$ cat config.mk
export PLATFORM = sky130hd
export DESIGN_NAME = aibcr3aux_osc_scan_ctrl
export DESIGN_NICKNAME = d
export VERILOG_FILES = /design/src/rtl/aibcr3aux_osc_scan_pkg.sv /design/src/rtl/aibcr3aux_osc_scan_sreg.sv /design/src/rtl/aibcr3aux_osc_scan_ctrl.sv
export SDC_FILE = /design/constraint.sdc
export NUM_CORES = 1
export LEC_CHECK = 0
export BUFFER_PORTS_ARGS = -buffer_cell sky130_fd_sc_hd__buf_2
export CAP_MARGIN = 25
export CORE_ASPECT_RATIO = 1.75
export CORE_UTILIZATION = 50
export CTS_CLUSTER_SIZE = 8
export DETAILED_ROUTE_END_ITERATION = 8
export PLACE_DENSITY = 0.73
export SETUP_SLACK_MARGIN = 0.05
export SYNTH_ARGS = -nofsm -noshare
export SYNTH_HDL_FRONTEND = slang
export SYNTH_SLANG_ARGS = --single-unit
$ cat constraint.sdc
create_clock -name i_cp -period 5.6 [get_ports i_cp]
set_clock_uncertainty 0.15 [all_clocks]
set_input_delay 1.12 -clock i_cp [delete_from_list [all_inputs] [get_ports i_cp]]
set_output_delay 1.12 -clock i_cp [all_outputs]
set_load 0.05 [all_outputs]
$ cat src/rtl/aibcr3aux_osc_scan_pkg.sv
// -----------------------------------------------------------------------------
// aibcr3aux_osc_scan_pkg
// Shared definitions for the aux oscillator scan-chain sequencer.
//   - Command op encodings presented on cmd_op.
//   - Sequencer FSM state encoding.
// -----------------------------------------------------------------------------
package aibcr3aux_osc_scan_pkg;

  localparam logic [1:0] OP_WRITE = 2'b00;
  localparam logic [1:0] OP_READ  = 2'b01;
  localparam logic [1:0] OP_CAPT  = 2'b10;
  localparam logic [1:0] OP_RSVD  = 2'b11;

  typedef enum logic [2:0] {
    IDLE   = 3'd0,
    ACCEPT = 3'd1,
    CAPT   = 3'd2,
    SHIFT  = 3'd3,
    VERIFY = 3'd4,
    DONE   = 3'd5
  } state_e;

endpackage

$ cat src/rtl/aibcr3aux_osc_scan_sreg.sv
// -----------------------------------------------------------------------------
// aibcr3aux_osc_scan_sreg
// Data path for the scan sequencer: a write register loaded in parallel at
// command accept and read out one bit at a time, plus a capture register that
// collects so samples one bit at a time. Both use the same bit index.
// Ports:
//   i_cp       clock (chain clock)
//   i_rst      asynchronous reset, active-high
//   i_load     parallel-load strobe for the write register
//   i_wdata    write data to load
//   i_idx      shared bit index (current shift cycle)
//   i_cap_en   capture strobe: store i_cap_bit at bit i_idx
//   i_cap_bit  serial capture input (chain so)
//   o_wbit     write register bit selected by i_idx
//   o_rdata    capture register contents
// -----------------------------------------------------------------------------
module aibcr3aux_osc_scan_sreg
  import aibcr3aux_osc_scan_pkg::*;
#(
  parameter int W  = 16,
  parameter int IW = 5
) (
  input  logic          i_cp,
  input  logic          i_rst,
  input  logic          i_load,
  input  logic [W-1:0]  i_wdata,
  input  logic [IW-1:0] i_idx,
  input  logic          i_cap_en,
  input  logic          i_cap_bit,
  output logic          o_wbit,
  output logic [W-1:0]  o_rdata
);

  logic [W-1:0] r_wreg;
  logic [W-1:0] r_rdata;
  logic [W-1:0] w_wsh;

  // Write register: loaded once per command, then held for shift and verify.
  always_ff @(posedge i_cp or posedge i_rst) begin
    if (i_rst) begin
      r_wreg <= '0;
    end else if (i_load) begin
      r_wreg <= i_wdata;
    end else begin
      r_wreg <= r_wreg;
    end
  end

  // Serial-out selection; a shift avoids indexing with an over-wide counter.
  always_comb begin
    w_wsh  = r_wreg >> i_idx;
    o_wbit = w_wsh[0];
  end

  // Capture register: bit i receives the pre-shift so of shift cycle i.
  always_ff @(posedge i_cp or posedge i_rst) begin
    if (i_rst) begin
      r_rdata <= '0;
    end else begin
      for (int b = 0; b < W; b++) begin
        if (i_cap_en && (i_idx == IW'(b))) begin
          r_rdata[b] <= i_cap_bit;
        end else begin
          r_rdata[b] <= r_rdata[b];
        end
      end
    end
  end

  assign o_rdata = r_rdata;

endmodule

$ cat src/rtl/aibcr3aux_osc_scan_ctrl.sv
// -----------------------------------------------------------------------------
// aibcr3aux_osc_scan_ctrl
// Sequencer for the aux oscillator scan-flop chain. Runs WRITE (serial load,
// optional recirculating verify), READ (recirculating readback) and CAPTURE
// (one functional capture cycle, then readback).
// Ports:
//   i_cp         chain clock
//   i_rst        asynchronous reset, active-high
//   i_cmd_req    command request, sampled only while idle
//   i_cmd_op     command op (00 WRITE, 01 READ, 10 CAPTURE, 11 reserved)
//   i_cmd_wdata  write data, captured on accept
//   o_busy       high from the accept edge through the done cycle
//   o_done       one-cycle completion pulse
//   o_err        sticky error (reserved op or verify mismatch), cleared on accept
//   o_rdata      chain contents from the most recent shift-out
//   o_se_n       chain scan enable, active-low
//   o_si         chain serial input
//   i_so         chain serial output (last flop)
// -----------------------------------------------------------------------------
module aibcr3aux_osc_scan_ctrl
  import aibcr3aux_osc_scan_pkg::*;
#(
  parameter int CHAIN_LEN = 16,
  parameter int VERIFY_EN = 1
) (
  input  logic                 i_cp,
  input  logic                 i_rst,
  input  logic                 i_cmd_req,
  input  logic [1:0]           i_cmd_op,
  input  logic [CHAIN_LEN-1:0] i_cmd_wdata,
  output logic                 o_busy,
  output logic                 o_done,
  output logic                 o_err,
  output logic [CHAIN_LEN-1:0] o_rdata,
  output logic                 o_se_n,
  output logic                 o_si,
  input  logic                 i_so
);

  localparam int              CW       = $clog2(CHAIN_LEN + 1);
  localparam logic [CW-1:0]   CNT_LAST = CW'(CHAIN_LEN - 1);
  localparam logic [CW-1:0]   CNT_ONE  = CW'(1);

  state_e        r_state;
  state_e        w_state_nxt;
  logic [CW-1:0] r_cnt;
  logic [CW-1:0] w_cnt_nxt;
  logic [1:0]    r_op;
  logic          r_busy;
  logic          r_done;
  logic          r_err;
  logic          r_se_n;
  logic          w_accept;
  logic          w_err_set;
  logic          w_shifting;
  logic          w_wr_shift;
  logic          w_last;
  logic          w_wbit;

  assign w_shifting = (r_state == SHIFT) || (r_state == VERIFY);
  assign w_wr_shift = (r_state == SHIFT) && (r_op == OP_WRITE);
  assign w_last     = (r_cnt == CNT_LAST);

  // Next-state, bit counter and error-set decode.
  always_comb begin
    w_state_nxt = r_state;
    w_cnt_nxt   = r_cnt;
    w_accept    = 1'b0;
    w_err_set   = 1'b0;
    case (r_state)
      IDLE: begin
        if (i_cmd_req) begin
          w_state_nxt = ACCEPT;
          w_accept    = 1'b1;
        end else begin
          w_state_nxt = IDLE;
        end
      end
      ACCEPT: begin
        case (r_op)
          OP_WRITE, OP_READ: w_state_nxt = SHIFT;
          OP_CAPT:           w_state_nxt = CAPT;
          default: begin
            w_state_nxt = DONE;
            w_err_set   = 1'b1;
          end
        endcase
      end
      CAPT: begin
        w_state_nxt = SHIFT;
      end
      SHIFT: begin
        if (w_last) begin
          w_cnt_nxt = '0;
          if ((r_op == OP_WRITE) && (VERIFY_EN != 0)) begin
            w_state_nxt = VERIFY;
          end else begin
            w_state_nxt = DONE;
          end
        end else begin
          w_cnt_nxt = r_cnt + CNT_ONE;
        end
      end
      VERIFY: begin
        // Recirculated chain bit must match the bit written in the same slot.
        if (i_so != w_wbit) begin
          w_err_set = 1'b1;
        end else begin
          w_err_set = 1'b0;
        end
        if (w_last) begin
          w_cnt_nxt   = '0;
          w_state_nxt = DONE;
        end else begin
          w_cnt_nxt = r_cnt + CNT_ONE;
        end
      end
      DONE: begin
        w_state_nxt = IDLE;
      end
      default: begin
        w_state_nxt = IDLE;
        w_cnt_nxt   = '0;
      end
    endcase
  end

  // State, bit counter and latched command op.
  always_ff @(posedge i_cp or posedge i_rst) begin
    if (i_rst) begin
      r_state <= IDLE;
      r_cnt   <= '0;
      r_op    <= OP_WRITE;
    end else begin
      r_state <= w_state_nxt;
      r_cnt   <= w_cnt_nxt;
      if (w_accept) begin
        r_op <= i_cmd_op;
      end else begin
        r_op <= r_op;
      end
    end
  end

  // Status and scan-enable outputs, registered from the next-state decode.
  always_ff @(posedge i_cp or posedge i_rst) begin
    if (i_rst) begin
      r_busy <= 1'b0;
      r_done <= 1'b0;
      r_se_n <= 1'b1;
      r_err  <= 1'b0;
    end else begin
      r_busy <= (w_state_nxt != IDLE);
      r_done <= (w_state_nxt == DONE);
      r_se_n <= !((w_state_nxt == SHIFT) || (w_state_nxt == VERIFY));
      if (w_accept) begin
        r_err <= 1'b0;
      end else if (w_err_set) begin
        r_err <= 1'b1;
      end else begin
        r_err <= r_err;
      end
    end
  end

  // si must follow so within the same cycle to recirculate, so it is a mux
  // rather than a register.
  always_comb begin
    if (w_wr_shift) begin
      o_si = w_wbit;
    end else if (w_shifting) begin
      o_si = i_so;
    end else begin
      o_si = 1'b0;
    end
  end

  aibcr3aux_osc_scan_sreg #(
    .W  (CHAIN_LEN),
    .IW (CW)
  ) u_sreg (
    .i_cp      (i_cp),
    .i_rst     (i_rst),
    .i_load    (w_accept),
    .i_wdata   (i_cmd_wdata),
    .i_idx     (r_cnt),
    .i_cap_en  (w_shifting),
    .i_cap_bit (i_so),
    .o_wbit    (w_wbit),
    .o_rdata   (o_rdata)
  );

  assign o_busy = r_busy;
  assign o_done = r_done;
  assign o_err  = r_err;
  assign o_se_n = r_se_n;

endmodule

==> results of run 1 <==
==> cell type report <==
class,instances,area (um^2)
clock buffers,6,82.58
multi-input cells,129,1008
clock inverters,2,60.06
fillers,368,1584
repair buffers,44,225.2
flip-flops and latches,46,1152
inverters,4,15.01
well taps,49,61.31
==> metrics by stage <==
step	cell area (um^2)	power, mW	util
after floorplan	2232	1.276	-
after global placement	2462	1.426	0.5878
after detailed placement	2462	1.445	0.5878
after CTS	2605	1.748	0.6219
after global routing	2605	1.841	0.6219
final	2605	1.736	0.6219
==> per-layer routing <==
| metal | routed length, um | GRT usage | vias up |
|---|---|---|---|
| li1 | - | - | 746 |
| met1 | 1742 | 0.2344 | 744 |
| met2 | 2165 | 0.3333 | 35 |
| met3 | 137 | 0.04209 | 8 |
| met4 | 95 | 0.07675 | 0 |
| met5 | 0 | 0 | - |
==> sequential cells by signal, indices dropped and copies added (netlist names) <==
name            count
o_se_n              1
u_sreg.o_rdata     16
r_state             3
o_busy              1
u_sreg.r_wreg      16
o_done              1
r_op                2
r_cnt               5
o_err               1
==> power by group through the flow <==
| stage | combinational (mW) | clock [mW] | sequential, mW |
|---|---|---|---|
| global route | 0.855 | 0.323 | 0.663 |
| floorplan | 0.478 | 0 | 0.799 |
| CTS | 0.805 | 0.307 | 0.636 |
| global placement | 0.788 | 0 | 0.638 |
| finish | 0.800 | 0.300 | 0.636 |
| detailed placement | 0.802 | 0 | 0.643 |
==> cells in the mapped netlist (all sizes together) (2+ instances only) <==
cell,n,share of area
nand2b,3,0.0084
nor2b,2,0.0056
inv,4,0.0067
nor2,21,0.035
a21oi,8,0.018
dfrtp,45,0.50
ha,4,0.022
o22ai,4,0.011
clkbuf,4,0.0073
buf,8,0.021
nand3,7,0.016
and2,2,0.0056
mux4,2,0.020
o21ai,6,0.015
mux2,34,0.17
nor3,6,0.022
nand2,12,0.025
mux2i,5,0.022
==> cells in the final DEF (no fill, tap or decap), types with 2 or more instances in the layout <==
cell / n
nand2b_1: 3
nand2_1: 8
ha_1: 4
bufinv_16: 2
nor2b_1: 2
nor3_1: 2
mux2_2: 31
dfrtp_1: 45
o21ai_0: 5
nor2_1: 21
nand3_1: 7
mux2i_1: 5
o22ai_1: 4
and2_1: 2
buf_4: 2
nand2_2: 4
a21oi_1: 8
buf_2: 42
mux4_2: 2
clkbuf_8: 6
inv_1: 3
mux2_1: 3
nor3_2: 4
==> worst min-delay path by stage <==
stage | from | to | slack, ns | cells after the start
after floorplan | u_sreg.r_wreg[2] | u_sreg.r_wreg[2] | 0.33 | 1
after global placement | u_sreg.o_rdata[1] | u_sreg.o_rdata[1] | 0.32 | 1
after detailed placement | u_sreg.o_rdata[1] | u_sreg.o_rdata[1] | 0.33 | 1
after CTS | u_sreg.o_rdata[1] | u_sreg.o_rdata[1] | 0.35 | 1
after global routing | u_sreg.o_rdata[12] | u_sreg.o_rdata[12] | 0.36 | 1
final | u_sreg.o_rdata[1] | u_sreg.o_rdata[1] | 0.34 | 1
==> logic make-up after synthesis <==
| group | count (synthesis) |
|---|---|
| flops | 46 |
| fa+ha+maj | 4 |
| buf+inv | 16 |
| xor+xnor | 1 |
| compound gates | 24 |
| simple gates | 59 |
| mux | 41 |
==> flow_summary.yaml, run 1 <==
setup_path:
  crit_path_max_incr_delay_ns: 0.68
  rr_worst_depth: 7
  cp_max_fo: 13
  crit_start: "r_cnt[0]"
  worstSetupPathDepth: 5
  path_delay_family: "flip-flops"
  end_kind: "output port"
  arrival_ns: 2.24
  required_ns: 4.33
  crit_type: "reg -> out"
  crit_buf_inv: 1
  critPathLaunchType: "flop"
  r2r-end: "o_busy"
  reg2reg_slack_ns: 3.08
  crit_end: "o_si"
  path_cells: "mux4_2 > o211ai_1 > and2_1 > o21ai_0 > buf_2"
  r2r-start: "r_cnt[0]"
  cp_slowest_cell: "dfrtp_1"
final_layout:
  nets: 256
  instances_no_fill: 280
  num_antenna_cells: 0
  layout-drive-gt1-share: 0.4242
  area_growth_pct: 16.70
clock_tree:
  cts_setup_buffers: 0
  cts_buffers: 5
  cts_hold_buf: 0
  insertion_delay_ns: 0.30
  cts_resized: 0
  numClockSinks: 46
  htree_levels: 2
  cts_tree: "yes"
  cts_buffer_depth: 2
  clkSlewWorstSetupHoldPaths_ns: 0.09
  cts_root_buf: "clkbuf_8"
global_routing:
  grt_max_degree: 47
  grt_pass1_wl_um: 7051
  overflow: 0
  antenna_found_initial: 0
  track_usage: 0.1972
  grt_pass1_vias: 1501
yosys:
  synth_compound_area_frac: 0.06783
  async_reset_ff_frac: 1.000
  synthXorXnorAreaFrac: 0.003924
  synth_edf_count: 0
  yosys.area_share.simple: 0.1407
  synth_fa_ha_area_frac: 0.02242
  synth.yosys.seq_area_share: 0.5163
  syn_area_um2: 2232
  yosys_warnings: 0
  synth_cell_types: 40
  synth_top_family_by_area: "multiplexers"
  syn_inst: 191
  yosys_register_bits: 46
  avgSynthCellArea_um2: 11.69
  synth-main-ff-cell: "dfrtp_1"
  syn-num-nets: 217
  synthMuxAreaShare: 0.2141
power:
  p_comb_frac: 0.461
  p_int_mw: 0.9744
  power_density_nw_per_um2: 666.4
  vdd_drop_max_mv: 0.3966
  p_sw_frac: 0.4387
  power_frac_seq: 0.366
  p_sw_mw: 0.7617
  leakagePower_nw: 1.189
  clockPowerShare: 0.173
routing:
  drc: 0
  routedWlPerCell_um: 14.79
  ant_nets: 0
  drtPass1Iterations: 4
  wirelength_um: 4141
  vias_per_cell: 5.475
  num_vias: 1533
  drtIter0Drc: 20
placement:
  place_hpwl_um: 3008
  portBuffers: 42
  place_inst: 272
  gp_congestion: 0.8427
  pre_cts_ws_ns: 2.413
sta:
  tightest_slew_ns: 0.5905
  setup_tns_ns: 0
  finalSetupViolCount: 0
  maxSlewViolCount: 0
  hold_violations: 0
  finalCritPeriodShare: 0.6274
  slew-limit-headroom: 0.6063
  min_period_ns: 3.513
  worst_hold_slack_ns: 0.3432
  max_freq_ghz: 0.2846
  setup_slack_ns: 2.087
  rsz0062_at_grt: "false"
floorplan:
  rows: 31
  dieArea_um2: 4746
  fp.dieW_um: 52.51
  ios: 43
  start_util: 0.5329
  die_y_um: 90.39
  core_um2: 4189
status:
  status: "complete, no violations"
worst_hold_path:
  holdCritPathClass: "reg -> reg"
run:
  maxCapViolations: 0
Note: power is estimated with default switching activity, not from simulation.
==> inputs of run 2 (changes only) <==
==> constraint.sdc (replaced) <==
create_clock -name i_cp -period 3.5 [get_ports i_cp]
set_clock_uncertainty 0.15 [all_clocks]
set_input_delay 0.7 -clock i_cp [delete_from_list [all_inputs] [get_ports i_cp]]
set_output_delay 0.7 -clock i_cp [all_outputs]
set_load 0.05 [all_outputs]
==> run 2 against run 1 <==
Net effect:
- die area unchanged
- sequential power increased by 59%
- register-to-register slack got worse by 2.1 ns
- hold slack got worse by 0.049 ns
- power increased by 59%
- worst setup slack got worse by 1.6 ns
- clock power increased by 61%
- via count increased by 0.78%
- largest cell class unchanged
- highest routed layer unchanged
==> flow_summary.yaml, run 2 (synthesis results as in run 1) <==
routing:
  num_vias: 1545
  ant_nets: 0
  vias_per_cell: 5.518
  top_layer_used: "met4"
  dr_wl_met2_um: 2241
  wirelength_um: 4120
  met3WireLength_um: 158
  m1WireLength_um: 1621
  drtPass1Iterations: 5
  drtIter0Drc: 24
  drc: 0
  routedWlPerCell_um: 14.71
clock_tree:
  cts_tree: "yes"
  insertion_delay_ns: 0.31
  cts_hold_buf: 0
  clkSlewWorstSetupHoldPaths_ns: 0.09
  cts_root_buf: "clkbuf_8"
  cts_buffer_depth: 2
  cts_setup_buffers: 0
  cts_resized: 0
  htree_levels: 2
  numClockSinks: 46
  cts_buffers: 5
floorplan:
  core_um2: 4189
  fp.dieW_um: 52.51
  rows: 31
  dieArea_um2: 4746
  start_util: 0.5329
  die_y_um: 90.39
  ios: 43
setup_path:
  worstSetupPathDepth: 5
  crit_buf_inv: 1
  arrival_ns: 2.21
  path_delay_family: "flip-flops"
  crit_type: "reg -> out"
  rr_worst_depth: 7
  critPathLaunchType: "flop"
  path_cells: "mux4_2 > o211ai_1 > and2_1 > o21ai_0 > buf_2"
  cp_slowest_cell: "dfrtp_1"
  crit_path_max_incr_delay_ns: 0.68
  required_ns: 2.65
  cp_max_fo: 13
  end_kind: "output port"
run:
  maxCapViolations: 0
power:
  vdd_drop_max_mv: 0.5009
  leakagePower_nw: 1.189
  power_density_nw_per_um2: 1063
final_layout:
  nets: 256
  layout-drive-gt1-share: 0.4242
  area_growth_pct: 16.70
  mostFrequentLayoutCells: "45 x dfrtp_1, 42 x buf_2, 31 x mux2_2"
  utilization: 0.6219
  num_antenna_cells: 0
  fill_cells: 342
  layout_commonest_cell: "dfrtp_1"
sta:
  min_period_ns: 3.056
  hold_violations: 0
  tightest_slew_ns: 0.8212
  setup_tns_ns: 0
  slew-limit-headroom: 0.4492
  maxSlewViolCount: 0
  finalSetupViolCount: 0
  setup_slack_ns: 0.4442
  max_freq_ghz: 0.3272
  rsz0062_at_grt: "false"
  finalCritPeriodShare: 0.8731
placement:
  place_hpwl_um: 3084
  portBuffers: 42
  gp_congestion: 0.8009
  pre_cts_ws_ns: 0.7607
worst_hold_path:
  holdCritPathClass: "in -> async"
global_routing:
  track_usage: 0.1958
  overflow: 0
  grt_pass1_vias: 1533
  antenna_found_initial: 0
  grt_pass1_wl_um: 6886
  grt_max_degree: 25
status:
  status: "complete, no violations"
==> run 2: cell counts in the layout (fill, tap and decap cells not counted) <==
No cell type changed its count.
==> run 2: final cells by class <==
| type | instances | area (um^2) | area share |
|---|---|---|---|
| sequential | 46 | 1152 | 0.4424 |
| multi-input combinational | 129 | 1008 | 0.3871 |
| timing repair buffer | 44 | 225.2 | 0.08646 |
| clock buffer | 6 | 82.58 | 0.03170 |
| tap | 49 | 61.31 | 0.02354 |
| clock inverter | 2 | 60.06 | 0.02305 |
| inverter | 4 | 15.01 | 0.005764 |
==> run 2: path summary, 6_finish.rpt <==
check                                  start           endpoint  slack (ns)
hold / removal                         i_rst           r_cnt[1]        0.29
hold reg to reg            u_sreg.o_rdata[1]  u_sreg.o_rdata[1]        0.34
min in group i_cp          u_sreg.o_rdata[1]  u_sreg.o_rdata[1]        0.34
max in group asynchronous              i_rst   u_sreg.r_wreg[6]        2.18
setup reg to reg                    r_cnt[0]             o_busy        1.01
setup / recovery                    r_cnt[0]               o_si        0.44
==> run 2: where the power goes <==
| part | total, mW | internal [mW] | switching (mW) |
|---|---|---|---|
| sequential | 1.01 | 0.781 | 0.232 |
| combinational | 1.27 | 0.475 | 0.798 |
| clock | 0.483 | 0.304 | 0.179 |
==> run 2: worst register-to-register path: stages (launching register included) <==
cell	delay, ns
dfrtp_1	0.68
ha_1	0.37
nand3_1	0.14
nor2_1	0.30
a21oi_1	0.11
nor2_1	0.10
o22ai_1	0.14
or3_1	0.40
==> run 2: stage by stage <==
stage,hold WS (ns),power [mW],instances,area [um^2]
after CTS,0.3245,2.794,280,2605
after global placement,0.3179,2.270,272,2462
after detailed placement,0.3236,2.306,272,2462
final,0.2947,2.769,280,2605
after floorplan,0.3252,2.042,191,2232
after global routing,0.3534,2.944,280,2605
==> run 2: metal layers <==
layer | up-vias | track usage
li1 | 749 | -
met4 | 0 | 0.08772
met5 | - | 0
met2 | 40 | 0.3397
met1 | 744 | 0.2109
met3 | 12 | 0.05219
